<file path="config.mk">
export PLATFORM = sky130hd
export DESIGN_NAME = divclk_ctrl
export DESIGN_NICKNAME = d
export VERILOG_FILES = /design/src/rtl/clkdiv_pkg.sv /design/src/rtl/clkdiv_core.sv /design/src/rtl/divclk_ctrl.sv
export SDC_FILE = /design/constraint.sdc
export NUM_CORES = 1
export LEC_CHECK = 0
export BUFFER_PORTS_ARGS = -buffer_cell sky130_fd_sc_hd__buf_2
export CAP_MARGIN = 20
export CORE_ASPECT_RATIO = 0.5
export CORE_UTILIZATION = 59
export DETAILED_ROUTE_END_ITERATION = 8
export PLACE_DENSITY = 0.9
export SYNTH_ARGS = -nofsm -noshare
export SYNTH_HDL_FRONTEND = slang
export SYNTH_SLANG_ARGS = --single-unit
</file>
<file path="constraint.sdc">
create_clock -name clk -period 5 [get_ports clk]
set_clock_uncertainty 0.15 [all_clocks]
set_input_delay 0.25 -clock clk [delete_from_list [all_inputs] [get_ports clk]]
set_output_delay 0.25 -clock clk [all_outputs]
set_load 0.02 [all_outputs]
</file>
<file path="src/rtl/clkdiv_pkg.sv">
// ============================================================================
// Module   : clkdiv_pkg
// Brief    : Shared FSM state encoding and constants for the divided-clock block.
// Revision : 1.0
// ============================================================================
`default_nettype none

package clkdiv_pkg;

    localparam int DEF_CNT_W = 17;
    localparam int MIN_DIV   = 2;

    typedef enum logic [1:0] {
        IDLE     = 2'd0,
        RUN      = 2'd1,
        STOPPING = 2'd2
    } state_t;

endpackage

`default_nettype wire

</file>
<file path="src/rtl/clkdiv_core.sv">
// ============================================================================
// Module   : clkdiv_core
// Brief    : Period counter with registered divclk/tick; tick doubles as the boundary flag.
// Revision : 1.0
// ============================================================================
`default_nettype none

module clkdiv_core #(
    parameter int CNT_W = 17
) (
    input  logic             clk,
    input  logic             rst,
    input  logic             run_now,
    input  logic             run_next,
    input  logic [CNT_W-1:0] div_next,
    output logic             divclk,
    output logic             tick
);

    logic [CNT_W-1:0] cnt;
    logic [CNT_W-1:0] cnt_next;

    // A fresh start, a wrap or leaving the running states all restart at zero.
    always_comb begin
        cnt_next = '0;
        if (run_now && run_next && !tick)
            cnt_next = cnt + 1'b1;
    end

    // Outputs are computed from the next count so they line up with cnt.
    always_ff @(posedge clk or posedge rst) begin
        if (rst) begin
            cnt    <= '0;
            divclk <= 1'b0;
            tick   <= 1'b0;
        end else begin
            cnt    <= cnt_next;
            divclk <= run_next && (cnt_next >= (div_next >> 1));
            tick   <= run_next && (cnt_next == (div_next - 1'b1));
        end
    end

endmodule

`default_nettype wire

</file>
<file path="src/rtl/divclk_ctrl.sv">
// ============================================================================
// Module   : divclk_ctrl
// Brief    : Start/stop sequencing and glitch-free divisor updates for a divided clock.
//            Optional macro DIVCLK_CTRL_PERIOD_CNT_EN adds a saturating period counter.
// Revision : 1.0
// ============================================================================
`default_nettype none

module divclk_ctrl
    import clkdiv_pkg::*;
#(
    parameter int CNT_W       = DEF_CNT_W,
    parameter int DEFAULT_DIV = 100000
) (
    input  logic             clk,
    input  logic             rst,
    input  logic             en,
    input  logic             cfg_valid,
    input  logic [CNT_W-1:0] cfg_div,
    output logic             cfg_ready,
    output logic             cfg_err,
    output logic             divclk,
    output logic             tick,
    output logic             active,
    output logic [CNT_W-1:0] cur_div
`ifdef DIVCLK_CTRL_PERIOD_CNT_EN
    ,
    output logic [15:0]      period_cnt
`endif
);

    state_t           state;
    state_t           state_next;
    logic [CNT_W-1:0] pend_div;
    logic [CNT_W-1:0] div_next;
    logic             pend_valid;
    logic             boundary;
    logic             accept;
    logic             div_ok;
    logic             run_now;
    logic             run_next;

    assign cfg_ready = !pend_valid;
    assign accept    = cfg_valid && cfg_ready;
    assign div_ok    = (cfg_div >= CNT_W'(MIN_DIV));
    assign run_now   = (state != IDLE);
    assign run_next  = (state_next != IDLE);
    assign boundary  = tick;

    always_comb begin
        state_next = state;
        case (state)
            IDLE:     if (en) state_next = RUN;
            RUN:      if (!en) state_next = STOPPING;
            STOPPING: begin
                if (en)
                    state_next = RUN;
                else if (boundary)
                    state_next = IDLE;
            end
            default:  state_next = IDLE;
        endcase
    end

    // A divisor takes effect only while idle or exactly at a period boundary.
    always_comb begin
        div_next = cur_div;
        if (accept && div_ok && (!run_now || boundary))
            div_next = cfg_div;
        else if (pend_valid && boundary)
            div_next = pend_div;
    end

    always_ff @(posedge clk or posedge rst) begin
        if (rst) begin
            state      <= IDLE;
            cur_div    <= CNT_W'(DEFAULT_DIV);
            pend_valid <= 1'b0;
            pend_div   <= '0;
            cfg_err    <= 1'b0;
            active     <= 1'b0;
        end else begin
            state   <= state_next;
            cur_div <= div_next;
            active  <= run_next;
            cfg_err <= accept && !div_ok;
            if (pend_valid && boundary)
                pend_valid <= 1'b0;
            else if (accept && div_ok && run_now && !boundary) begin
                pend_valid <= 1'b1;
                pend_div   <= cfg_div;
            end
        end
    end

    clkdiv_core #(
        .CNT_W    (CNT_W)
    ) u_core (
        .clk      (clk),
        .rst      (rst),
        .run_now  (run_now),
        .run_next (run_next),
        .div_next (div_next),
        .divclk   (divclk),
        .tick     (tick)
    );

`ifdef DIVCLK_CTRL_PERIOD_CNT_EN
    always_ff @(posedge clk or posedge rst) begin
        if (rst)
            period_cnt <= '0;
        else if ((state == IDLE) && (state_next == RUN))
            period_cnt <= '0;
        else if (tick && (period_cnt != 16'hFFFF))
            period_cnt <= period_cnt + 16'd1;
    end
`endif

endmodule

`default_nettype wire

</file>
Word-level counts from Yosys, hierarchy flattened

Cells that the tools add are included.

Output and inout bits: 22
Register bits: 58

Bitwise gates (word level): 1
Equality and inequality tests: 3
Add/subtract/negate cells: 2
Magnitude comparators: 2
Multiplexer cells: 10
Reduce and logical (&&, ||, !) cells: 21

Operator list:

| kind                                                               | number |
|---|---|
| 2-to-1 mux 17 bit                                                  | 3 |
| adder 17 x 1 -> 17 bit, second input constant                      | 1 |
| == test 17 bit                                                     | 1 |
| greater-or-equal comparator 17 x 16 -> 1 bit                       | 1 |
| greater-or-equal comparator 17 x 2 -> 1 bit, second input constant | 1 |
| subtractor 17 x 1 -> 17 bit, second input constant                 | 1 |
| logical AND 1 bit                                                  | 11 |
| 2-to-1 mux 2 bit                                                   | 4 |
| case mux 2 bit (3 select lines)                                    | 1 |
| nonzero test 2 bit                                                 | 3 |
| zero test 1 bit                                                    | 4 |
| == test 2 x 1 -> 1 bit, second input constant                      | 1 |
| == test 2 bit, second input constant                               | 1 |
| zero test 2 bit                                                    | 1 |
| 2-to-1 mux 1 bit                                                   | 2 |
| AND reduction 2 bit                                                | 1 |
| logical OR 1 bit                                                   | 1 |
| inverter 1 bit                                                     | 1 |

Depth between registers and ports, before layout

Depth after elaboration: 9
Gate-level depth with buffers: 19
Mapped depth without buffers: 16

Modules after synthesis

From an unflattened synthesis, not the netlist that was laid out.

Cells, all modules: 330
Area total of the unflattened synthesis: 3588.4 um^2

Modules (own cells, without submodules):

| module      | cells each | seq. area each (um^2) | instances | area an instance (um^2) |
|---|---|---|---|---|
| clkdiv_core | 215        | 475.5                 | 1         | 1824.2 |
| divclk_ctrl | 115        | 983.4                 | 1         | 1764.2 |

Worst setup path before layout

No wires, ideal clock.

Path kind: register -> register
Start point: register u_core.tick
End point: register u_core.tick
Data required time: 4.743 ns
Buffers on the path: 3
Stages on the path, launching flop included: 17
Arrival time: 3.391 ns
Slack: 1.352 ns
Cell sequence: dfrtp_1 > buf_2 > o21ba_2 > nor2_1 > o21a_1 > buf_2 > clkbuf_1 > a21oi_1 > a21oi_1 > ha_1 > a21boi_0 > xor2_1 > nand2_1 > mux2i_1 > nand4_1 > or4_4 > a2111oi_4

Longest elaborated chain between the ends: 9

Ends and longest elaborated chain:

| element                                                             | RTL line          | source |
|---|---|---|
| start, declared                                                     | clkdiv_core.sv:17 | `output logic tick` |
| start signal, assigned                                              | clkdiv_core.sv:39 | `tick <= run_next && (cnt_next == (div_next - 1'b1));` |
| branches (longest 8 deep; another with subtractor 17 x 1 -> 17 bit) | -                 |  |
| logical AND 1 bit (*)                                               | clkdiv_core.sv:39 |  |

Mark *: on every way between the ends.
A chain may end at the register's enable or synchronous reset.

Worst setup path after layout

Start point: register u_core.tick
End point: register u_core.tick

RTL lines:

| element                                                       | RTL line                             | source |
|---|---|---|
| logical AND 1 bit / logical OR 1 bit (equally long branches)  | divclk_ctrl.sv:70, divclk_ctrl.sv:68 |  |
| 2-to-1 mux 17 bit / logical AND 1 bit (equally long branches) | divclk_ctrl.sv:70, divclk_ctrl.sv:68 |  |
| 2-to-1 mux 17 bit (*)                                         | divclk_ctrl.sv:68                    | `if (accept && div_ok && (!run_now \|\| boundary))` |
| net div_next[10]                                              | divclk_ctrl.sv:35                    | `logic [CNT_W-1:0] div_next;` |
| subtractor 17 x 1 -> 17 bit (*)                               | clkdiv_core.sv:39                    |  |
| == test 17 bit (*)                                            | clkdiv_core.sv:39                    |  |
| logical AND 1 bit (*)                                         | clkdiv_core.sv:39                    |  |

Mark *: on every way through the listed nets, which the timed path passes. The rest lies on a longest branch.

==> impl_metrics.ini <==
[critical_path]
critical_path_peak_fanout = 16
critPathLaunchType = register
cp-end-kind = register
worst-endpoint-required_ns = 5.08
worstPathCellList = nand2_1 > buf_4 > mux2_2 > mux2i_1 > inv_1 > nor4_1 > xnor2_1 > nand4_1 > or4_4 > a2111oi_4
crit_type = register to register
arrival_ns = 3.89
critPathSlowestCell = nor4_1
max_stage_delay_ns = 0.57

[cts]
cts_sinks = 58
clk_pin_slew_ns = 0.05
htreeDepth = 3
tritoncts = done
clkLatencyLatePin_ns = 0.33
cts-root-buf = clkbuf_16
cts_buffers = 9
post_cts_buffers = 0
cts_max_path_buffers = 2

[floorplanning]
fp.dieW_microns = 115
initial_core_util = 0.615
num_rows = 20
die_h_microns = 58.4
coreArea_sq_mm = 0.00611
num_io_pins = 43
die_area_sq_mm = 0.00671

[yosys]
ys_async_sr_fraction = 1.00
yosysTopAreaCellShare = 0.346
synthAdderAreaFrac = 0.0599
synth_xor_area_frac = 0.0956
yosys_warnings = 0
synth_largest_area_cell = dfrtp_1
ys_ff_latch = 58
synth_fp_nets = 441
ys_seq_area_frac = 0.388
synth_mux_area_frac = 0.115
yosys.area_share.simple = 0.183
synth_compound_area_frac = 0.116
yosysUniqueCellTypes = 48
synthFlopType = dfrtp_1
synth_edf_count = 0
synth_top_cells_by_area = dfrtp_1, mux2_2, xnor2_1
avgSynthCellArea_sq_um = 9.35
synth_area_sq_mm = 0.00376
synth_top_family_by_area = simple AND/OR/NAND/NOR gates
netlist_instances = 402

[route]
viasPerCell = 6.36
drtPass1Iterations = 8
wl_per_cell_microns = 19.2
route.detailed.drc = 2
drtAntennaViolNets = 0
vias = 3434
wl_microns = 10400
drtIter0Drc = 427

[placement]
dp.cells = 523
place.gp.congestion = 0.931
pre_cts_ws_ns = 1.15
dpl.hpwl_microns = 7110
port_buffers = 42

[grt]
grt-ovfl-total = 0
antenna_found_initial = 0
grt_pass1_vias = 3224
grt_pass1_wl_microns = 16100
grt_max_degree = 59
gr-usage-all-layers = 0.327

[timing]
period_needed_ns = 3.81
max_slew_margin = 0.427
setup_slack_ns = 1.19
worst_pin_slew_ns = 0.859
hold_viol = 24
whs_ns = -0.0321
final-setup-viol-count = 0
period_share = 0.763
fmax_mhz = 262
rsz0062_at_grt = false
tns_ns = 0
slew_viol_final = 0

[layout]
area_delta_synth_final_pct = 15.3
fin_util = 0.710
n_fill_cell = 437
antenna_cells = 0
layout-drive-gt1-share = 0.223
layout.nets = 486
seq_area_sq_mm = 0.00146
final_common_cell = dfrtp_1
final_cell_mix = dfrtp_1, buf_2, nor2_1
multi_input_area_sq_mm = 0.00214
layout.cells.non_filler = 540

[worst_hold_path]
hp-class = input pin to asynchronous set/reset pin

[power_and_ir_drop]
ir_worst_vdd_v = 0.000139
p_per_area_mw_per_mm2 = 281
p_leak_nw = 2.00

[run_status]
outcome = finished with violations
violations = design-rule violations, negative hold slack

[flow_run]
maxCapViolCount = 0
[routing by layer]
metal  track usage  part of all wire  vias up
li1              -                 -     1501
met1         0.409              0.40     1636
met2         0.504              0.45      244
met3         0.129              0.11       53
met4         0.156             0.038        0
met5             0                 0        -
[path summary, 6_finish.rpt]
kind,startpoint,to,slack [ns],cells after the start
max in group asynchronous,rst,u_core.cnt[4],4.23,3
worst min register to register,pend_div[15],pend_div[15],0.36,1
worst min-delay path,rst,cur_div[11],-0.03,3
worst max-delay path,u_core.tick,u_core.tick,1.19,10
worst max register to register,u_core.tick,u_core.tick,1.19,10
min in group clk,cfg_div[15],pend_div[15],0.04,2
[worst max-delay path, delay by kind of cell (launching register included)]
| kind | cells | cell delay, ns |
|---|---|---|
| and+or+nand+nor | 4 | 1.63 |
| muxes | 2 | 0.58 |
| buffers and inverters | 2 | 0.47 |
| AOI/OAI and AO/OA | 1 | 0.19 |
| xor gates and xnor gates | 1 | 0.21 |
| DFF | 1 | 0.47 |
[synth_stat cells (2+ instances only)]
library cell and count:
nand4_1 8, or2_2 2, or3_1 9, xor2_1 13, inv_1 27, mux2_2 25
clkbuf_1 5, dfrtp_1 52, a21oi_1 21, nor2b_1 2, o21ai_0 15, xnor2_1 28
nor3_1 21, and2_1 3, nand2b_1 4, o21a_1 8, a31oi_1 2, ha_1 18
buf_2 6, mux2i_1 15, dfstp_2 6, a211o_1 2, a21boi_0 2, nor2_1 36
nand2_1 31, o31ai_1 3, and3_1 4, nand3_1 12, nor4_1 3
[timing repair]
action / in CTS / in global routing
resized for setup: 0 / 0
hold endpoints to repair: 1 / 0
hold buffers: 1 / 0
[cells by family after synthesis]
family,count (synthesis)
compound gates,65
fa+ha+maj,18
flops,58
mux,40
buf+inv,40
simple gates,140
xor+xnor,41
[report_power, final]
group	internal, W	total, W	leakage, nW	switching [W]
registers	0.000486	0.000497	0.748	0.0000115
logic	0.0000544	0.000152	1.11	0.0000979
clock network	0.000359	0.000567	0.139	0.000208
total	0.000899	0.00122	2.00	0.000317
[layout make-up]
class                   count  share of cell area
repair buffers             47              0.0578
flip-flops and latches     58               0.337
inverters                  27              0.0234
well taps                  88              0.0254
multi-input cells         304               0.493
clock inverters             3             0.00347
clock buffers              13              0.0601
[sequential cells by signal (all words and copies together), names as in the netlist]
register,count
cur_div,17
pend_div,17
u_core.cnt,17
state,2
active,1
cfg_err,1
pend_valid,1
u_core.divclk,1
u_core.tick,1
[per-stage QoR]
stage / power [W] / area (sq um)
after floorplan: 0.000597 / 3760
after global placement: 0.000641 / 4050
after detailed placement: 0.000648 / 4050
after CTS: 0.00121 / 4330
after global routing: 0.00125 / 4330
final: 0.00122 / 4330
No activity file was read; power rests on OpenSTA's default activity.
